$ cat src/rtl/gmii_frame_gen.sv
// GMII test-frame generator: bursts of preamble/SFD/payload frames separated by
// an inter-packet gap, with selectable payload pattern and optional TX_ER injection.
module gmii_frame_gen #(
  parameter int PREAMBLE_LEN = 7,
  parameter int IPG_LEN      = 12,
  parameter int LEN_W        = 11,
  parameter int CNT_W        = 8
) (
  input  logic             Clk,
  input  logic             mr_main_reset,
  input  logic             start,
  input  logic [LEN_W-1:0] frame_len,
  input  logic [CNT_W-1:0] num_frames,
  input  logic [1:0]       mode,
  input  logic [7:0]       seed,
  input  logic             err_en,
  input  logic [LEN_W-1:0] err_idx,
  output logic [7:0]       TXD,
  output logic             TX_EN,
  output logic             TX_ER,
  output logic             busy,
  output logic             done,
  output logic [CNT_W-1:0] frames_sent
);

  localparam int CW = (LEN_W > 8) ? LEN_W : 8;

  typedef enum logic [2:0] {
    S_IDLE = 3'd0,
    S_PRE  = 3'd1,
    S_SFD  = 3'd2,
    S_DATA = 3'd3,
    S_IPG  = 3'd4,
    S_FIN  = 3'd5
  } state_t;

  state_t           state_q, state_d;
  logic [CW-1:0]    cnt_q, cnt_d;
  logic [LEN_W-1:0] len_q, len_d;
  logic [CNT_W-1:0] nfr_q, nfr_d;
  logic [1:0]       mode_q, mode_d;
  logic [7:0]       seed_q, seed_d;
  logic             err_en_q, err_en_d;
  logic [LEN_W-1:0] err_idx_q, err_idx_d;
  logic [7:0]       pat_q, pat_d;
  logic [CNT_W-1:0] frames_q, frames_d;
  logic [7:0]       txd_q, txd_d;
  logic             tx_en_q, tx_en_d;
  logic             tx_er_q, tx_er_d;
  logic             busy_q, busy_d;
  logic             done_q, done_d;
  logic             last_byte_s;

  // Galois step for x^8+x^6+x^5+x^4+1, right-shifting form.
  function automatic logic [7:0] lfsr_step(input logic [7:0] v);
    if (v[0]) begin
      lfsr_step = (v >> 3'd1) ^ 8'hB8;
    end else begin
      lfsr_step = v >> 3'd1;
    end
  endfunction

  assign last_byte_s = ((cnt_q + CW'(1'b1)) == CW'(len_q));

  // State register
  always_ff @(posedge Clk) begin
    if (!mr_main_reset) begin
      state_q <= S_IDLE;
    end else begin
      state_q <= state_d;
    end
  end

  // Next-state logic
  always_comb begin
    state_d = state_q;
    case (state_q)
      S_IDLE: begin
        if (start) begin
          state_d = (num_frames == {CNT_W{1'b0}}) ? S_FIN : S_PRE;
        end else begin
          state_d = S_IDLE;
        end
      end
      S_PRE: begin
        if (cnt_q == CW'(PREAMBLE_LEN - 1)) state_d = S_SFD;
        else                                state_d = S_PRE;
      end
      S_SFD: begin
        if (len_q == {LEN_W{1'b0}}) state_d = S_IPG;
        else                        state_d = S_DATA;
      end
      S_DATA: begin
        if (last_byte_s) state_d = S_IPG;
        else             state_d = S_DATA;
      end
      S_IPG: begin
        if (cnt_q == CW'(IPG_LEN - 1)) begin
          state_d = (frames_q < nfr_q) ? S_PRE : S_FIN;
        end else begin
          state_d = S_IPG;
        end
      end
      S_FIN:   state_d = S_IDLE;
      default: state_d = S_IDLE;
    endcase
  end

  // Counters, latched configuration and payload pattern
  always_comb begin
    cnt_d     = cnt_q;
    len_d     = len_q;
    nfr_d     = nfr_q;
    mode_d    = mode_q;
    seed_d    = seed_q;
    err_en_d  = err_en_q;
    err_idx_d = err_idx_q;
    pat_d     = pat_q;
    frames_d  = frames_q;

    if ((state_d != state_q) || (state_q == S_IDLE)) begin
      cnt_d = {CW{1'b0}};
    end else begin
      cnt_d = cnt_q + CW'(1'b1);
    end

    if ((state_q == S_IDLE) && start) begin
      len_d     = frame_len;
      nfr_d     = num_frames;
      mode_d    = mode;
      seed_d    = seed;
      err_en_d  = err_en;
      err_idx_d = err_idx;
      frames_d  = {CNT_W{1'b0}};
    end else if ((state_d == S_IPG) && (state_q != S_IPG) && (frames_q < nfr_q)) begin
      frames_d = frames_q + CNT_W'(1'b1);
    end else begin
      frames_d = frames_q;
    end

    // Pattern reloads in SFD so every frame restarts from the seed.
    if (state_q == S_SFD) begin
      if ((mode_q == 2'b10) && (seed_q == 8'h00)) pat_d = 8'h01;
      else                                        pat_d = seed_q;
    end else if (state_q == S_DATA) begin
      case (mode_q)
        2'b01:   pat_d = pat_q;
        2'b10:   pat_d = lfsr_step(pat_q);
        default: pat_d = pat_q + 8'd1;
      endcase
    end else begin
      pat_d = pat_q;
    end
  end

  // Output decode; GMII lines are registered so they trail the state by one cycle
  always_comb begin
    txd_d   = 8'h00;
    tx_en_d = 1'b0;
    tx_er_d = 1'b0;
    busy_d  = (state_d != S_IDLE);
    done_d  = (state_d == S_FIN);
    case (state_q)
      S_PRE: begin
        txd_d   = 8'h55;
        tx_en_d = 1'b1;
      end
      S_SFD: begin
        txd_d   = 8'hD5;
        tx_en_d = 1'b1;
      end
      S_DATA: begin
        txd_d   = pat_q;
        tx_en_d = 1'b1;
        tx_er_d = err_en_q && (cnt_q == CW'(err_idx_q)) && (err_idx_q < len_q);
      end
      default: begin
        txd_d   = 8'h00;
        tx_en_d = 1'b0;
        tx_er_d = 1'b0;
      end
    endcase
  end

  // Datapath and output registers
  always_ff @(posedge Clk) begin
    if (!mr_main_reset) begin
      cnt_q     <= {CW{1'b0}};
      len_q     <= {LEN_W{1'b0}};
      nfr_q     <= {CNT_W{1'b0}};
      mode_q    <= 2'b00;
      seed_q    <= 8'h00;
      err_en_q  <= 1'b0;
      err_idx_q <= {LEN_W{1'b0}};
      pat_q     <= 8'h00;
      frames_q  <= {CNT_W{1'b0}};
      txd_q     <= 8'h00;
      tx_en_q   <= 1'b0;
      tx_er_q   <= 1'b0;
      busy_q    <= 1'b0;
      done_q    <= 1'b0;
    end else begin
      cnt_q     <= cnt_d;
      len_q     <= len_d;
      nfr_q     <= nfr_d;
      mode_q    <= mode_d;
      seed_q    <= seed_d;
      err_en_q  <= err_en_d;
      err_idx_q <= err_idx_d;
      pat_q     <= pat_d;
      frames_q  <= frames_d;
      txd_q     <= txd_d;
      tx_en_q   <= tx_en_d;
      tx_er_q   <= tx_er_d;
      busy_q    <= busy_d;
      done_q    <= done_d;
    end
  end

  assign TXD         = txd_q;
  assign TX_EN       = tx_en_q;
  assign TX_ER       = tx_er_q;
  assign busy        = busy_q;
  assign done        = done_q;
  assign frames_sent = frames_q;

endmodule

$ cat config.mk
export PLATFORM = sky130hd
export DESIGN_NAME = gmii_frame_gen
export DESIGN_NICKNAME = d
export VERILOG_FILES = /design/src/rtl/gmii_frame_gen.sv
export SDC_FILE = /design/constraint.sdc
export NUM_CORES = 1
export LEC_CHECK = 0
export CORE_MARGIN = 2
export CORE_UTILIZATION = 60
export CTS_CLUSTER_SIZE = 40
export DETAILED_ROUTE_END_ITERATION = 8
export HOLD_SLACK_MARGIN = 0.1
export PLACE_DENSITY = 0.87
export SETUP_SLACK_MARGIN = 0.5
export SLEW_MARGIN = 0
export SYNTH_ARGS = -nofsm -noshare
export SYNTH_HDL_FRONTEND = slang
export SYNTH_SLANG_ARGS = --single-unit
$ cat constraint.sdc
create_clock -name Clk -period 3.4 [get_ports Clk]
set_input_delay 0.68 -clock Clk [delete_from_list [all_inputs] [get_ports Clk]]
set_output_delay 0.68 -clock Clk [all_outputs]
set_load 0.01 [all_outputs]
* After elaboration in Yosys (flattened, before gate mapping)
Cells that the tools add are included.
** Cells by class
- Reduce and logical (&&, ||, !) cells :: 18
- Equal/unequal tests :: 15
- Add/subtract/negate cells :: 3
- Bitwise logic cells :: 2
- Magnitude comparators :: 2
- Muxes and demuxes :: 15
** Operators by type and width (number)
- 8-bit two-way mux :: 4
- 8-bit one-hot mux with 3 select lines :: 1
- 11-bit == test :: 2
- 3-bit two-way mux :: 6
- 8-bit by 1-bit adder with 8-bit output (second input constant) :: 2
- 8-bit logical NOT :: 2
- 8-bit one-hot mux with 2 select lines :: 1
- 3-bit one-hot mux with 5 select lines :: 1
- 11-bit by 1-bit adder with 11-bit output (second input constant) :: 1
- 11-bit by 3-bit == test with 1-bit output (second input constant) :: 1
- 11-bit by 4-bit == test with 1-bit output (second input constant) :: 1
- 11-bit logical NOT :: 1
- 11-bit < comparator :: 1
- 3-bit == test (second input constant) :: 3
- 8-bit < comparator :: 1
- 3-bit by 2-bit == test with 1-bit output (second input constant) :: 2
- 1-bit logical AND :: 6
- 3-bit NOT with 4-bit output :: 1
- 2-bit AND reduction :: 2
- 2-bit OR reduction :: 2
- 3-bit by 1-bit == test with 1-bit output (second input constant) :: 1
- 3-bit logical NOT :: 1
- 3-bit != test :: 1
- 3-bit != test (second input constant) :: 1
- 10 further kinds :: 10
** Storage, ports and cells
- Output and inout port bits :: 20
- Word-level logic and storage cells :: 70
- Bits of input ports :: 44
- Register bits after elaboration :: 83

* Depth between registers and ports, before layout
Gate-level depths: netlist of the first run.
- Word-level depth :: 7
- Depth in mapped cells :: 11
- Mapped depth without buffers :: 10

* Worst setup path after synthesis of the first run
No wires, ideal clock.
- Path type :: register to register
- Start point :: register frames_q[5] (netlist: frames_sent[5])
- End point :: register frames_q[3] (netlist: frames_sent[3])
- Stages on the path, launching flop included :: 9
- Data arrival time :: 2.262 ns
- Clock period less this slack :: 2.332 ns
- Buffers on the path :: 0
- Required time :: 3.330 ns
- Library setup time :: 0.070 ns
- Path slack :: 1.068 ns
- Cells stage by stage :: dfxtp_1 ha_1 a2111oi_1 inv_1 o31a_1 and4b_1 a21oi_2 or3_1 a21oi_1
** On the way
- Cells in the longest elaborated chain, start to end :: 7
** RTL lines
- start, declared :: RTL line 46 : logic [CNT_W-1:0] frames_q, frames_d;
- start signal, assigned :: RTL line 196 : frames_q <= {CNT_W{1'b0}};
- start signal, assigned :: RTL line 211 : frames_q <= frames_d;
- 8-bit < comparator (*) :: RTL line 99, 135
- 3-bit two-way mux :: RTL line 99 : state_d = (frames_q < nfr_q) ? S_PRE : S_FIN;
- 3-bit two-way mux :: RTL line 98 : if (cnt_q == CW'(IPG_LEN - 1)) begin
- 3-bit one-hot mux with 5 select lines :: RTL line 77 : case (state_q)
- 3-bit == test :: RTL line 135 : end else if ((state_d == S_IPG) && (state_q != S_IPG) && (frames_q < nfr_q)) begin
- 1-bit logical AND :: RTL line 135
- 1-bit logical AND (*) :: RTL line 135
Mark *: on every way between the ends. The rest lies on a longest branch, timed or not.
A chain may end at the register's enable or synchronous reset.

* Worst setup path in the final report of the first run
- Start point :: register cnt_q[3]
- End point :: register cnt_q[3]
** On the way
- Cells in the longest elaborated chain, start to end :: 7
- Elaborated cells on any way between the ends :: 11
- Those cells by class :: add/sub (1); eq/ne (4); mux (4); reduce/logical (2)
** RTL lines
- start, declared :: RTL line 38 : logic [CW-1:0] cnt_q, cnt_d;
- start signal, assigned :: RTL line 188 : cnt_q <= {CW{1'b0}};
- start signal, assigned :: RTL line 203 : cnt_q <= cnt_d;
- 11-bit by 1-bit adder with 11-bit output :: RTL line 63, 124
- 11-bit == test :: RTL line 63 : assign last_byte_s = ((cnt_q + CW'(1'b1)) == CW'(len_q));
- 3-bit two-way mux :: RTL line 94 : if (last_byte_s) state_d = S_IPG;
- 3-bit one-hot mux with 5 select lines :: RTL line 77
- 3-bit != test :: RTL line 121 : if ((state_d != state_q) || (state_q == S_IDLE)) begin
- 1-bit logical OR :: RTL line 121
- 2-bit OR reduction (no source line)
Several ways; a longest one is shown, not always the timed one.

==> reports/qor.yml, run 1 <==
power:
  powerDensity_nw_per_um2: 393
  swShare_pct: 24.9
  p_leak_nw: 2.13
  p_switching_w: 0.000542
  irDropWorstVdd_v: 0.000244
  clkPwrFrac_pct: 39.1
  p_int_w: 0.00163
  pwr-share-seq_pct: 48.0
  combinationalPowerShare_pct: 12.9
placement:
  gp_congestion: 0.897
  portBuffers: 63
  detailed_place_hpwl_mm: 8.48
  dpl_cell_area_um2: 5290
critical_path:
  cp_slowest_stage_delay_ns: 0.70
  startpoint: "cnt_q[3]"
  reg2reg_slack_ns: 0.72
  path_cells: "nand4_4, o31ai_2, o211ai_1, nor4_1, a22oi_1, o21ai_1, buf_4, nor2_1"
  reg2reg_from: "cnt_q[3]"
  crit_path_end_kind: "flip-flop"
  start_kind: "flip-flop"
  crit_end: "cnt_q[3]"
  cp.required_ns: 3.65
  crit_type: "flip-flop to flip-flop"
  r2r_cells: 8
  reg2reg_to: "cnt_q[3]"
  critPathMaxFanout: 13
  crit_arrival_ns: 2.93
  crit_path_top_delay_cell: "dfxtp_1"
clock_tree:
  insertion_delay_ns: 0.37
  htree_num_levels: 3
  cts_num_sinks: 83
  ctsHoldBuffers: 0
  cts_tree: "yes"
  cts_resized: 0
  clockRootBuffer: "clkbuf_8"
  clk_path_buf_depth: 2
  post_cts_buffers: 0
  clkSlewWorstSetupHoldPaths_ns: 0.09
  cts_buffers: 9
timing:
  min_period_over_period_pct: 78.8
  setup_viol: 0
  hold_violations: 0
  tightestPinTransition_ns: 0.855
  layout_min_cycle_time_ns: 2.68
  slew_headroom_pct: 42.8
  rsz0062_at_grt: "false"
  drv_slew: 0
  fin_tns_setup_ns: 0
  skew_ns: 0.0150
  timing.fmax_mhz: 373
floorplan:
  num_rows: 32
  start_util_pct: 61.3
  die_area_um2: 8490
  num_io_pins: 64
  coreArea_um2: 7610
  die_y_um: 92.1
  die_x_um: 92.1
synthesis:
  ys_ff_latch: 83
  synth_edf_count: 0
  netlist-cell-type-count: 66
  ys_seq_area_share_pct: 35.7
  synthCells: 593
  synth_top_flop_cell: "dfxtp_1"
  syn_area_per_cell_um2: 7.86
  synth_area_leaders: "dfxtp_1 (36%), nand2_1 (8.9%), a21oi_1 (7.1%), ha_1 (5.6%), nor2_1 (3.4%)"
  synth_top_area_share_pct: 35.7
  yosys_warnings: 0
  synth.net_count: 658
  syn-cell-area_um2: 4660
  synthArstFlopShare_pct: 0
  post-synth-top-area-cell: "dfxtp_1"
finish:
  final_common_cell: "nand2_1"
  nFillCells: 601
  area_delta_synth_final_pct: 18.8
  antennaDiodeCount: 0
  final_cell_mix: "nand2_1 (111), dfxtp_1 (83), a21oi_1 (66)"
  final_nets: 703
  drive_gt1_share_pct: 6.84
  final_cell_area_um2: 5540
global_routing:
  grt_pass1_vias: 3954
  antenna_found_initial: 0
  grt_pass1_wl_mm: 19.0
  grt-ovfl-total: 0
  grt_max_degree: 50
  track_usage_pct: 28.1
flow_run:
  maxCapViolations: 0
detailed_routing:
  vias: 4337
  postRouteAntennaNets: 0
  post-route-drc-count: 0
  drt_pass1_iterations: 5
  dr.first_iter.drc_count: 367
  drt_wl_total_mm: 11.6
  drt-wirelength-per-cell_um: 15.5
  avgViaCountPerCell: 5.82
hold_path:
  hold_class: "flip-flop to flip-flop"
outcome:
  status: "complete, no violations"
## registers in the layout, summed over array words and instances, names as in the netlist
name         count
err_idx_q       11
frames_sent      8
busy             1
err_en_q         1
mode_q           2
pat_q            8
done             1
TX_EN            1
len_q           11
state_q          3
cnt_q           11
TX_ER            1
nfr_q            8
TXD              8
seed_q           8
## per-layer routing
metal / share of wire, % / wire length (um) / GRT usage (%) / vias up
met5: 0 / 0 / 0 / -
met4: 2.3 / 262 / 8.96 / 0
met3: 6.7 / 774 / 6.16 / 26
met2: 47 / 5380 / 46.0 / 182
met1: 45 / 5150 / 37.0 / 1979
li1: - / - / - / 2150
## worst min-delay path by stage
stage,startpoint,end,slack [ns],depth (start not counted)
after floorplan,seed_q[0],seed_q[0],0.43,2
after global placement,nfr_q[6],nfr_q[6],0.44,2
after detailed placement,seed_q[0],seed_q[0],0.45,2
after CTS,seed_q[0],seed_q[0],0.46,2
after global routing,seed_q[0],seed_q[0],0.48,2
final,seed_q[0],seed_q[0],0.46,2
## metrics by stage
stage               hold WS (ns)  std cells  utilization (%)  total power, W  setup WS (ns)
detailed placement         0.448        729             69.6         0.00134          0.605
finish                     0.458        745             72.8         0.00217          0.721
global route               0.476        745             72.8         0.00226          0.514
floorplan                  0.433        593                -         0.00123           1.07
global placement           0.443        729             69.6         0.00133          0.622
CTS                        0.461        745             72.7         0.00218          0.662
## cell usage after synthesis, drive strengths merged, types with 4 or more instances
cell type and n:
a211oi 11, a21o 4, a21oi 67, a22oi 4, and3 9, buf 13
clkbuf 23, dfxtp 83, ha 21, inv 30, mux2i 4, nand2 111
nand2b 4, nand3 21, nand4 8, nor2 43, nor2b 4, nor3 16
nor4 9, o21a 5, o21ai 22, o22ai 4, or3 8, xnor2 13
xor2 17
## worst max-delay path, delay by kind of cell, from the launching register on
family	cells	cell delay, ns
compound gates	4	0.87
simple gates	3	0.79
flops	1	0.70
buf+inv	1	0.21
## layout make-up
class / count / area (um2) / share of cell area, %
sequential: 83 / 1660 / 30.0
clock inverter: 6 / 113 / 2.03
tap: 102 / 128 / 2.31
inverter: 30 / 113 / 2.03
multi-input combinational: 443 / 2700 / 48.8
timing repair buffer: 71 / 691 / 12.5
clock buffer: 10 / 128 / 2.31
## cell families (layout without fill, tap and decap cells)
group | count (synthesis) | after routing | synth area share [%]
xor gates and xnor gates | 32 | 32 | 6.60
AOI/OAI and AO/OA | 142 | 142 | 18.9
adders and majority gates | 21 | 21 | 5.64
DFF | 83 | 83 | 35.7
buffers and inverters | 67 | 117 | 6.60
muxes | 4 | 4 | 0.859
and+or+nand+nor | 244 | 244 | 25.7
## power groups by stage
| stage | sequential, W | clock (W) | combinational, W |
|---|---|---|---|
| final | 0.00104 | 0.000850 | 0.000281 |
| after CTS | 0.00104 | 0.000856 | 0.000278 |
| after floorplan | 0.00105 | 0 | 0.000172 |
| after global routing | 0.00105 | 0.000903 | 0.000310 |
| after detailed placement | 0.00106 | 0 | 0.000275 |
| after global placement | 0.00106 | 0 | 0.000266 |
(Power assumes the default switching activity.)
==> run 2: changes to the inputs <==
Settings changed: CORE_UTILIZATION 60 to 50, PLACE_DENSITY 0.87 to 0.78.
Clock period 3.4 ns to 2.3 ns, I/O delays scaled along.
==> reports/qor.yml, run 2 (synthesized netlist as in run 1, its figures left out) <==
clock_tree:
  cts_num_sinks: 83  # unchanged
  clockRootBuffer: "clkbuf_8"
  clk_path_buf_depth: 2  # unchanged
  ctsHoldBuffers: 0  # unchanged
  cts_buffers: 9  # unchanged
  clkSlewWorstSetupHoldPaths_ns: 0.09  # about the same
  insertion_delay_ns: 0.36  # about the same
  cts_tree: "yes"
  htree_num_levels: 3  # unchanged
timing:
  timing.fmax_mhz: 436  # +17%
  tightestPinTransition_ns: 0.476  # -0.379 ns
  skew_ns: 0.00952  # -0.00548 ns
  slew_headroom_pct: 68.2  # +25 points
  layout_min_cycle_time_ns: 2.29  # -0.386 ns
  drv_slew: 0  # unchanged
  worst_slack_ns: 0.00694  # -0.714 ns
  setup_viol: 0  # unchanged
  hold_ws_ns: 0.460  # +0.00142 ns
  rsz0062_at_grt: "true"
  min_period_over_period_pct: 99.7  # +21 points
  hold_violations: 0  # unchanged
power:
  p_leak_nw: 2.58  # +21%
  powerDensity_nw_per_um2: 512  # +30%
  total_power_w: 0.00324  # +49%
  irDropWorstVdd_v: 0.000310  # +27%
finish:
  final_nets: 759  # +8.0%
  final_cells: 810  # +8.7%
  final_cell_mix: "nand2_1 (110), a21oi_1 (65), dfxtp_1 (63)"
  drive_gt1_share_pct: 23.2  # +16 points
  final_common_cell: "nand2_1"
  reg.largest.list: "cnt_q (11), err_idx_q (11), len_q (11)"
  area_delta_synth_final_pct: 35.9
  antennaDiodeCount: 0  # unchanged
  final_cell_area_um2: 6330  # +14%
critical_path:
  crit_arrival_ns: 2.53  # -0.40 ns
  cp_slowest_stage_delay_ns: 0.40  # -0.30 ns
  crit_path_end_kind: "flip-flop"
  path_cells: "inv_4, ha_4, xor2_2, nand3_2, a211oi_2, nand2_1, nor4_4, a22oi_1, o21ai_1, buf_4, nor2_1"
  cp_num_buf_inv: 2  # +1
  crit_type: "flip-flop to flip-flop"
  start_kind: "flip-flop"
  crit_path_top_delay_cell: "dfxtp_4"
  critPathMaxFanout: 6  # -7
  cp_top_family: "simple AND/OR/NAND/NOR gates"
  cp.required_ns: 2.54  # -1.11 ns
placement:
  placedCellCount: 779  # +6.9%
  detailed_place_hpwl_mm: 9.13  # +7.7%
  dpl_cell_area_um2: 5740  # +8.4%
  dp_slack_ns: -0.240  # -0.844 ns
  gp_congestion: 0.929  # +3.6%
  portBuffers: 63  # unchanged
floorplan:
  die_y_um: 101  # +9.1%
  start_util_pct: 50.9  # -10 points
  die_x_um: 101  # +9.1%
  num_io_pins: 64  # unchanged
  num_rows: 35  # +9.4%
  coreArea_um2: 9150  # +20%
  die_area_um2: 10100  # +19%
global_routing:
  grt_max_degree: 50  # unchanged
  antenna_found_initial: 0  # unchanged
  grt_pass1_vias: 4291  # +8.5%
  grt-ovfl-total: 0  # unchanged
  track_usage_pct: 25.1  # -3.0 points
  grt_pass1_wl_mm: 20.3  # +6.7%
detailed_routing:
  dr_wl_met3_um: 659  # -15%
  dr.first_iter.drc_count: 313  # -15%
  vias: 4595  # +5.9%
  postRouteAntennaNets: 0  # unchanged
  post-route-drc-count: 0  # unchanged
  met2_length_mm: 6.17  # +15%
  drt_wl_total_mm: 12.9  # +11%
  dr.max_layer_used: "met4"
  drt_pass1_iterations: 5  # unchanged
  m1WireLength_mm: 5.82  # +13%
  drt-wirelength-per-cell_um: 15.9  # +2.2%
  avgViaCountPerCell: 5.67  # -2.6%
hold_path:
  hold_class: "flip-flop to flip-flop"
flow_run:
  maxCapViolations: 0  # unchanged
outcome:
  status: "complete, no violations"
run 2: cell count changes in the layout (fill, tap and decap cells not counted), moves of 6 or more:
| cell | before | now |
|---|---|---|
| dfxtp_4 | 0 | 6 |
| dfxtp_1 | 83 | 63 |
| nor2_1 | 42 | 35 |
| buf_4 | 8 | 58 |
| dfxtp_2 | 0 | 14 |
| nor2_2 | 0 | 6 |
run 2: stage by stage:
stage	util, %	TNS (ns)
4_1_cts	66.9	0
6_report	69.2	0
3_3_place_gp	62.7	-1.01
3_5_place_dp	62.7	-1.46
2_1_floorplan	-	0
5_1_grt	69.2	-1.74
run 2: layer usage:
layer  up-vias  GRT usage (%)
met5         -              0
met4         0           6.53
met2       154           43.6
met3        20           3.81
met1      2151           32.7
li1       2270              -
run 2: worst paths after layout:
kind	startpoint	end	slack, ns	depth (start not counted)
setup / recovery	cnt_q[0]	cnt_q[6]	0.007	11
hold / removal	nfr_q[3]	nfr_q[3]	0.46	2
setup reg to reg	cnt_q[0]	cnt_q[6]	0.007	11
hold reg to reg	nfr_q[3]	nfr_q[3]	0.46	2
run 2: repair_timing:
item,CTS,global route
pin swaps,8,23
gates cloned,0,2
gates resized for setup,29,45
setup endpoints to repair,39,43
setup buffers,7,6
run 2: final cells by class:
class	instances	area, um2
multi-input cells	444	2980
flip-flops and latches	83	1700
fillers	729	2820
repair buffers	126	1170
clock inverters	5	56.3
clock buffers	11	174
inverters	30	115
well taps	111	139
run 2: worst reg2reg max path: cells and delay by family, from the launching register on:
kind / cells / cell delay, ns
and+or+nand+nor: 4 / 0.61
AOI/OAI and AO/OA: 3 / 0.50
DFF: 1 / 0.40
adders and majority gates: 1 / 0.27
buffers and inverters: 2 / 0.25
xor gates and xnor gates: 1 / 0.14
run 2: power by group:
group	internal (W)	total (W)	switching, W
logic	0.000263	0.000524	0.000261
clock network	0.000632	0.00119	0.000557
registers	0.00148	0.00153	0.0000463
total	0.00238	0.00324	0.000865
